`src/rtl/multicycle_ctrl.sv`:
```
// rtl/multicycle_ctrl.sv - multicycle instruction-sequencing controller with memory wait timeout
module multicycle_ctrl #(
    parameter int unsigned MEM_TIMEOUT = 16
) (
    input  logic        clk,
    input  logic        rst,
    input  logic [6:0]  opcode,
    input  logic        zero,
    input  logic        mem_ready,
    output logic        mem_req,
    output logic        mem_we,
    output logic        ir_we,
    output logic        pc_we,
    output logic        pc_sel,
    output logic        alu_src,
    output logic [1:0]  alu_op,
    output logic        reg_we,
    output logic [1:0]  wb_sel,
    output logic        illegal,
    output logic        bus_err,
    output logic [2:0]  state_o,
    output logic [31:0] instret
);

    typedef enum logic [2:0] {
        S_IDLE   = 3'd0,
        S_FETCH  = 3'd1,
        S_DECODE = 3'd2,
        S_EXEC   = 3'd3,
        S_MEM    = 3'd4,
        S_WB     = 3'd5,
        S_HALT   = 3'd6
    } state_t;

    typedef enum logic [2:0] {
        C_R   = 3'd0,
        C_I   = 3'd1,
        C_LW  = 3'd2,
        C_SW  = 3'd3,
        C_BEQ = 3'd4,
        C_J   = 3'd5
    } cls_t;

    localparam logic [7:0] TMO = 8'(MEM_TIMEOUT);

    state_t     state, state_nx;
    cls_t       cls, cls_nx;
    logic       cls_legal;
    logic       taken;
    logic [7:0] wait_cnt;
    logic       in_req;
    logic       timeout;

    always_comb begin
        cls_nx    = C_R;
        cls_legal = 1'b1;
        case (opcode)
            7'b0110011: cls_nx = C_R;
            7'b0010011: cls_nx = C_I;
            7'b0000011: cls_nx = C_LW;
            7'b0100011: cls_nx = C_SW;
            7'b1100011: cls_nx = C_BEQ;
            7'b1101111: cls_nx = C_J;
            default:    cls_legal = 1'b0;
        endcase
    end

    assign in_req  = (state == S_FETCH) || (state == S_MEM);
    // The request that would make the count reach the limit is the last one allowed.
    assign timeout = in_req && !mem_ready && ((wait_cnt + 8'd1) == TMO);

    always_comb begin
        state_nx = state;
        case (state)
            S_IDLE:   state_nx = S_FETCH;
            S_FETCH: begin
                if (mem_ready)    state_nx = S_DECODE;
                else if (timeout) state_nx = S_HALT;
            end
            S_DECODE: begin
                if (!cls_legal)        state_nx = S_HALT;
                else if (cls_nx == C_J) state_nx = S_WB;
                else                    state_nx = S_EXEC;
            end
            S_EXEC:   state_nx = ((cls == C_LW) || (cls == C_SW)) ? S_MEM : S_WB;
            S_MEM: begin
                if (mem_ready)    state_nx = S_WB;
                else if (timeout) state_nx = S_HALT;
            end
            S_WB:     state_nx = S_FETCH;
            default:  state_nx = S_HALT;
        endcase
    end

    always_comb begin
        mem_req = 1'b0;
        mem_we  = 1'b0;
        ir_we   = 1'b0;
        pc_we   = 1'b0;
        pc_sel  = 1'b0;
        alu_src = 1'b0;
        alu_op  = 2'b00;
        reg_we  = 1'b0;
        wb_sel  = 2'b00;
        case (state)
            S_FETCH: begin
                mem_req = 1'b1;
                ir_we   = mem_ready;
            end
            S_EXEC: begin
                alu_src = (cls == C_I) || (cls == C_LW) || (cls == C_SW);
                if ((cls == C_R) || (cls == C_I)) alu_op = 2'b10;
                else if (cls == C_BEQ)            alu_op = 2'b01;
                else                              alu_op = 2'b00;
            end
            S_MEM: begin
                mem_req = 1'b1;
                mem_we  = (cls == C_SW);
                alu_src = 1'b1;
                alu_op  = 2'b00;
            end
            S_WB: begin
                pc_we  = 1'b1;
                pc_sel = (cls == C_J) || ((cls == C_BEQ) && taken);
                reg_we = !((cls == C_SW) || (cls == C_BEQ));
                if (cls == C_LW)     wb_sel = 2'b01;
                else if (cls == C_J) wb_sel = 2'b10;
                else                 wb_sel = 2'b00;
            end
            default: ;
        endcase
    end

    assign state_o = state;

    always_ff @(posedge clk or negedge rst) begin
        if (!rst) begin
            state    <= S_IDLE;
            cls      <= C_R;
            taken    <= 1'b0;
            wait_cnt <= 8'd0;
            instret  <= 32'd0;
            illegal  <= 1'b0;
            bus_err  <= 1'b0;
        end else begin
            state <= state_nx;
            if (state == S_DECODE) cls <= cls_nx;
            if (state == S_EXEC) taken <= (cls == C_BEQ) && zero;
            // Outside the request states the counter idles at zero, so entry always starts fresh.
            if (!in_req || mem_ready) wait_cnt <= 8'd0;
            else                      wait_cnt <= wait_cnt + 8'd1;
            if ((state == S_DECODE) && !cls_legal) illegal <= 1'b1;
            if (timeout) bus_err <= 1'b1;
            if (state == S_WB) instret <= instret + 32'd1;
        end
    end

endmodule

```
`config.mk`:
```
export PLATFORM = sky130hd
export DESIGN_NAME = multicycle_ctrl
export DESIGN_NICKNAME = d
export VERILOG_FILES = /design/src/rtl/multicycle_ctrl.sv
export SDC_FILE = /design/constraint.sdc
export NUM_CORES = 1
export LEC_CHECK = 0
export BUFFER_PORTS_ARGS = -buffer_cell sky130_fd_sc_hd__buf_2
export CAP_MARGIN = 30
export CORE_MARGIN = 8
export CORE_UTILIZATION = 38
export DETAILED_ROUTE_END_ITERATION = 8
export GPL_ROUTABILITY_DRIVEN = 0
export HOLD_SLACK_MARGIN = 0.02
export PLACE_DENSITY_LB_ADDON = 0.08
export SLEW_MARGIN = 25
export SYNTH_ARGS = -nofsm -noshare
export SYNTH_HDL_FRONTEND = slang
export SYNTH_SLANG_ARGS = --single-unit
```
`constraint.sdc`:
```
create_clock -name clk -period 1.85 [get_ports clk]
set_input_delay 0.37 -clock clk [delete_from_list [all_inputs] [get_ports clk]]
set_output_delay 0.37 -clock clk [all_outputs]
set_load 0.02 [all_outputs]
```
Word level (Yosys, flattened, before mapping)
Cells that the tools add are included. Widths: inputs -> output; s select.

Register bits: 49. Input port bits: 11.

Add/subtract/negate cells: 2. Equal/unequal tests: 18. Muxes and demuxes: 23. Reduce and logical (&&, ||, !) cells: 22.

Operator list (number): $add 32x1->32 const B (1); $pmux 3 s5 (2); $eq 3x3->1 const B (5); $mux 3 (5); $eq 7x6->1 const B (2); $eq 7x7->1 const B (2); $eq 3x2->1 const B (4); $mux 2 (5); $mux 1 (9); $add 8x1->8 const B (1); $eq 8x5->1 const B (1); $logic_or 1x1->1 (8); $mux 8 (1); $eq 7x2->1 const B (1); $eq 7x5->1 const B (1); $eq 3x1->1 const B (2); $logic_not 3->1 (2); $reduce_or 6->1 (1); $logic_and 1x1->1 (5); $logic_not 1->1 (4); $reduce_or 2->1 (2); $pmux 1 s2 (1).

Longest topological paths before layout
Depth after elaboration: 7. Gate-level depth with buffers: 7. Gate-level depth less buffers: 6.

Worst setup path before layout
No wires, ideal clock.

Path kind: flip-flop to output port. Start: reg state[2] (netlist: state_o[2]). End: out alu_src. Data arrival time: 1409 ps. Setup slack: 71 ps. Stages on the path, launching flop included: 4. Cell sequence: dfrtp_1 > buf_6 > nand3b_1 > o31ai_1.

Word-level cells in the longest chain between the ends: 2.

RTL lines: start: declaration (line 46) `state_t state, state_nx;`; start signal: assignment (line 146) `state <= state_nx;`; $eq 3x3->1 or $eq 3x2->1 (tied branches) (line 105) `case (state)`; $pmux 1 s2 * (line 105); end: declaration (line 15) `output logic alu_src,`.

Mark *: on every way between the ends. The rest lies on a longest branch, timed or not.

Final worst setup path
Ends and elaborated chain as after synthesis.

==> summary.txt <==
Outcome
  • Outcome: finished, violations left
  • Failing checks: setup timing

Detailed routing
  • Via count: approximately 2k
  • Wirelength, routed: 5580 µm
  • Antenna Violating Nets Remaining: 0
  • Initial DRC Count: 44
  • DRT Pass-1 Iters: 4
  • Vias per inst: ~5.1
  • WL/cell: about 14 µm
  • Remaining DRCs: 0

Power and ir drop
  • Lkg Pwr: 1.55 nW
  • IR drop worst, VDD: around 0.70 mV
  • Power Total: roughly 0.0034 W
  • Net Sw Power: 0.00128 W
  • Gate power share: 0.362
  • Switching share of power: 0.373
  • PwrDens: 1100 nW/µm²
  • Sequential power share: 0.414
  • Int Power: 0.00216 W
  • Clock share of power: 0.223

Finish
  • Fraction of layout cells with a size suffix above 1: 0.314
  • Number of diodes: 0
  • Commonest non-fill, non-tap cell in the layout: buf_2
  • Nets@finish: approximately 330
  • Area growth from synthesis to layout: 26.4%
  • Final Util: 0.494
  • Commonest non-fill, non-tap cells in the layout: buf_2 (54), dfrtp_1 (47), nand2_1 (34)
  • FILL cells: 597

Clock tree
  • CTS tree: done
  • Clock Pin Slew Worst Setup and Hold Paths: ~0.090 ns
  • Cts hold-fix bufs: 0
  • Clk buf depth: 2
  • CTS Buf Count: 5
  • Worst-Skew Late Latency: 0.30 ns
  • Clk sinks: 49
  • H-tree depth: 2
  • Clk root buf: clkbuf_8

Run
  • MaxCap Viol Count: 0

Die
  • Io pins: 59
  • Die area: 9380 µm²
  • Die width: approximately 97 µm
  • Die span in y: 96.8 µm
  • Core area: 6350 µm²
  • Rows: 29
  • Initial Util: 0.391

Worst setup path
  • Critical path class: flip-flop to output pin
  • Worst-path cell chain: nand3b_1, o31ai_2, buf_4
  • Worst EP arrival: 1.51 ns
  • CP max-delay cell: dfrtp_2
  • Element type at the critical path end: output pin
  • Crit Path Max Fanout: 7
  • Crit start category: flip-flop
  • Slowest stage delay, CP: 0.48 ns
  • Worst EP required: 1.48 ns

Timing
  • Slew @ Worst Pin: 0.336 ns
  • Period utilization: 1.01
  • Final min period: 1.88 ns
  • FMAX: 533 MHz
  • Worst relative slew slack: 0.775
  • Skew final: 0.00545 ns
  • Slew Viols, Final: 0
  • Final setup viols: 4
  • Fin. Hold Viols: 0
  • Worst Slack Setup Final: -0.0267 ns
  • RSZ-0062 raised after global routing: yes

Yosys
  • Total number of yosys warnings: 0
  • Register area share after synthesis: 0.494
  • Top FF cell, synth: dfrtp_1
  • EDFF count, synth: 0
  • Share of async-settable or async-resettable flops after synthesis: 1.00
  • Syn Nets: 259
  • Netlist cell types: 40
  • Mean post-synth cell area: 10.1 µm²
  • Synthesized area: 2480 µm²
  • Synth Register Bits: 49
  • Mapped Cells: 245

GRT
  • Pin count of the biggest net entering global routing: 50
  • Gr usage total: 0.117
  • Vias in the first global route: between 1.5k and 2k
  • GRT overflow: 0
  • First-pass GRT wire length: 9340 µm
  • Initial antenna violation count: 0

Placement
  • Post-DP HPWL: 4070 µm
  • # port buffers: 58

Worst hold path
  • HP Class: input pin to asynchronous set/reset pin
==> metal layers <==
layer / vias to the layer above / global-route usage / part of all wire
li1: 980 / - / -
met1: 957 / 0.148 / 0.46
met2: 55 / 0.183 / 0.47
met3: 9 / 0.0356 / 0.059
met4: 0 / 0.0379 / 0.013
met5: - / 0 / 0
==> path summary, 6_finish.rpt <==
kind / start / end / slack (ns) / depth (start not counted)
max in group asynchronous: rst / state_o[2] / 1.56 / 2
hold / removal: rst / wait_cnt[4] / 0.03 / 2
setup reg to reg: state_o[0] / state_o[0] / 0.12 / 6
hold reg to reg: instret[31] / instret[31] / 0.47 / 1
min in group clk: opcode[4] / cls[1] / 0.28 / 2
setup / recovery: state_o[2] / alu_src / -0.03 / 3
==> worst max-delay path, delay by kind of cell, from the launching register on <==
kind / cells / cell delay, ns
and+or+nand+nor: 1 / 0.26
buffers and inverters: 1 / 0.19
DFF: 1 / 0.48
AOI/OAI and AO/OA: 1 / 0.27
==> Yosys cell counts, types with 2 or more instances <==
| cell type | number | area, µm² |
|---|---|---|
| dfrtp_1 | 49 | 1230 |
| nand2_1 | 34 | 128 |
| xnor2_1 | 29 | 254 |
| nor2_1 | 23 | 86.3 |
| nand3_1 | 16 | 80.1 |
| xor2_1 | 12 | 105 |
| nand4_1 | 8 | 50.1 |
| and3_1 | 6 | 37.5 |
| and4_1 | 5 | 43.8 |
| inv_1 | 5 | 18.8 |
| nor3_1 | 5 | 25.0 |
| o21ai_0 | 5 | 25.0 |
| buf_2 | 4 | 20.0 |
| a31oi_1 | 3 | 18.8 |
| and2_1 | 3 | 18.8 |
| buf_6 | 3 | 33.8 |
| ha_1 | 3 | 37.5 |
| o31ai_1 | 3 | 22.5 |
| a21oi_1 | 2 | 10.0 |
| nand2b_1 | 2 | 12.5 |
| nand3b_1 | 2 | 15.0 |
| nor3b_1 | 2 | 15.0 |
| o21a_1 | 2 | 15.0 |
| o41ai_1 | 2 | 17.5 |
| or3_1 | 2 | 12.5 |
==> what timing repair did <==
| item | in CTS | in global routing |
|---|---|---|
| pin swaps | 3 | 2 |
| gates resized for setup | 9 | 12 |
| gates cloned | 0 | 0 |
| hold endpoints to repair | 0 | 0 |
| setup buffers | 2 | 4 |
| endpoints found under the setup margin | 5 | 9 |
==> sequential cells by signal, indices dropped and copies added (netlist names) <==
name,count
state_o,3
wait_cnt,8
cls,3
illegal,1
instret,32
bus_err,1
taken,1
==> layout make-up <==
class / instances / area, µm² / area share
Multi-Input combinational cell: 183 / 1240 / 0.396
Clock buffer: 5 / 68.8 / 0.0219
Inverter: 5 / 18.8 / 0.00598
Sequential cell: 49 / 1230 / 0.392
Tap cell: 77 / 96.3 / 0.0307
Timing Repair Buffer: 73 / 437 / 0.139
Clock inverter: 3 / 46.3 / 0.0148
==> kinds of logic after synthesis <==
kind of cell,after synthesis,synth area share
adder cells (fa/ha/maj),3,0.0151
buffers and inverters,13,0.0307
XOR/XNOR,41,0.145
flip-flops,49,0.494
AND/OR/NAND/NOR,115,0.237
AO/OA/AOI/OAI,24,0.0786
==> power groups by stage <==
stage          combinational [W]  sequential [W]  clock (W)
2_1_floorplan           0.000698         0.00148          0
3_3_place_gp             0.00112         0.00142          0
3_5_place_dp             0.00112         0.00142          0
4_1_cts                  0.00120         0.00142   0.000804
5_1_grt                  0.00135         0.00146   0.000837
6_report                 0.00125         0.00143   0.000769
==> per-stage QoR <==
step	instance area (µm²)	setup TNS (ns)	hold WS (ns)	worst slack, ns	std cells
final	3140	-0.0502	0.0286	-0.0267	395
after global routing	3140	-0.418	0.0543	-0.0964	395
after CTS	3060	-0.0288	0.0452	-0.0288	391
after detailed placement	2890	0	0.383	0.0345	381
after global placement	2890	0	0.385	0.0897	381
after floorplan	2480	0	0.0744	0.0708	245
Note: power is estimated with default switching activity, not from simulation.
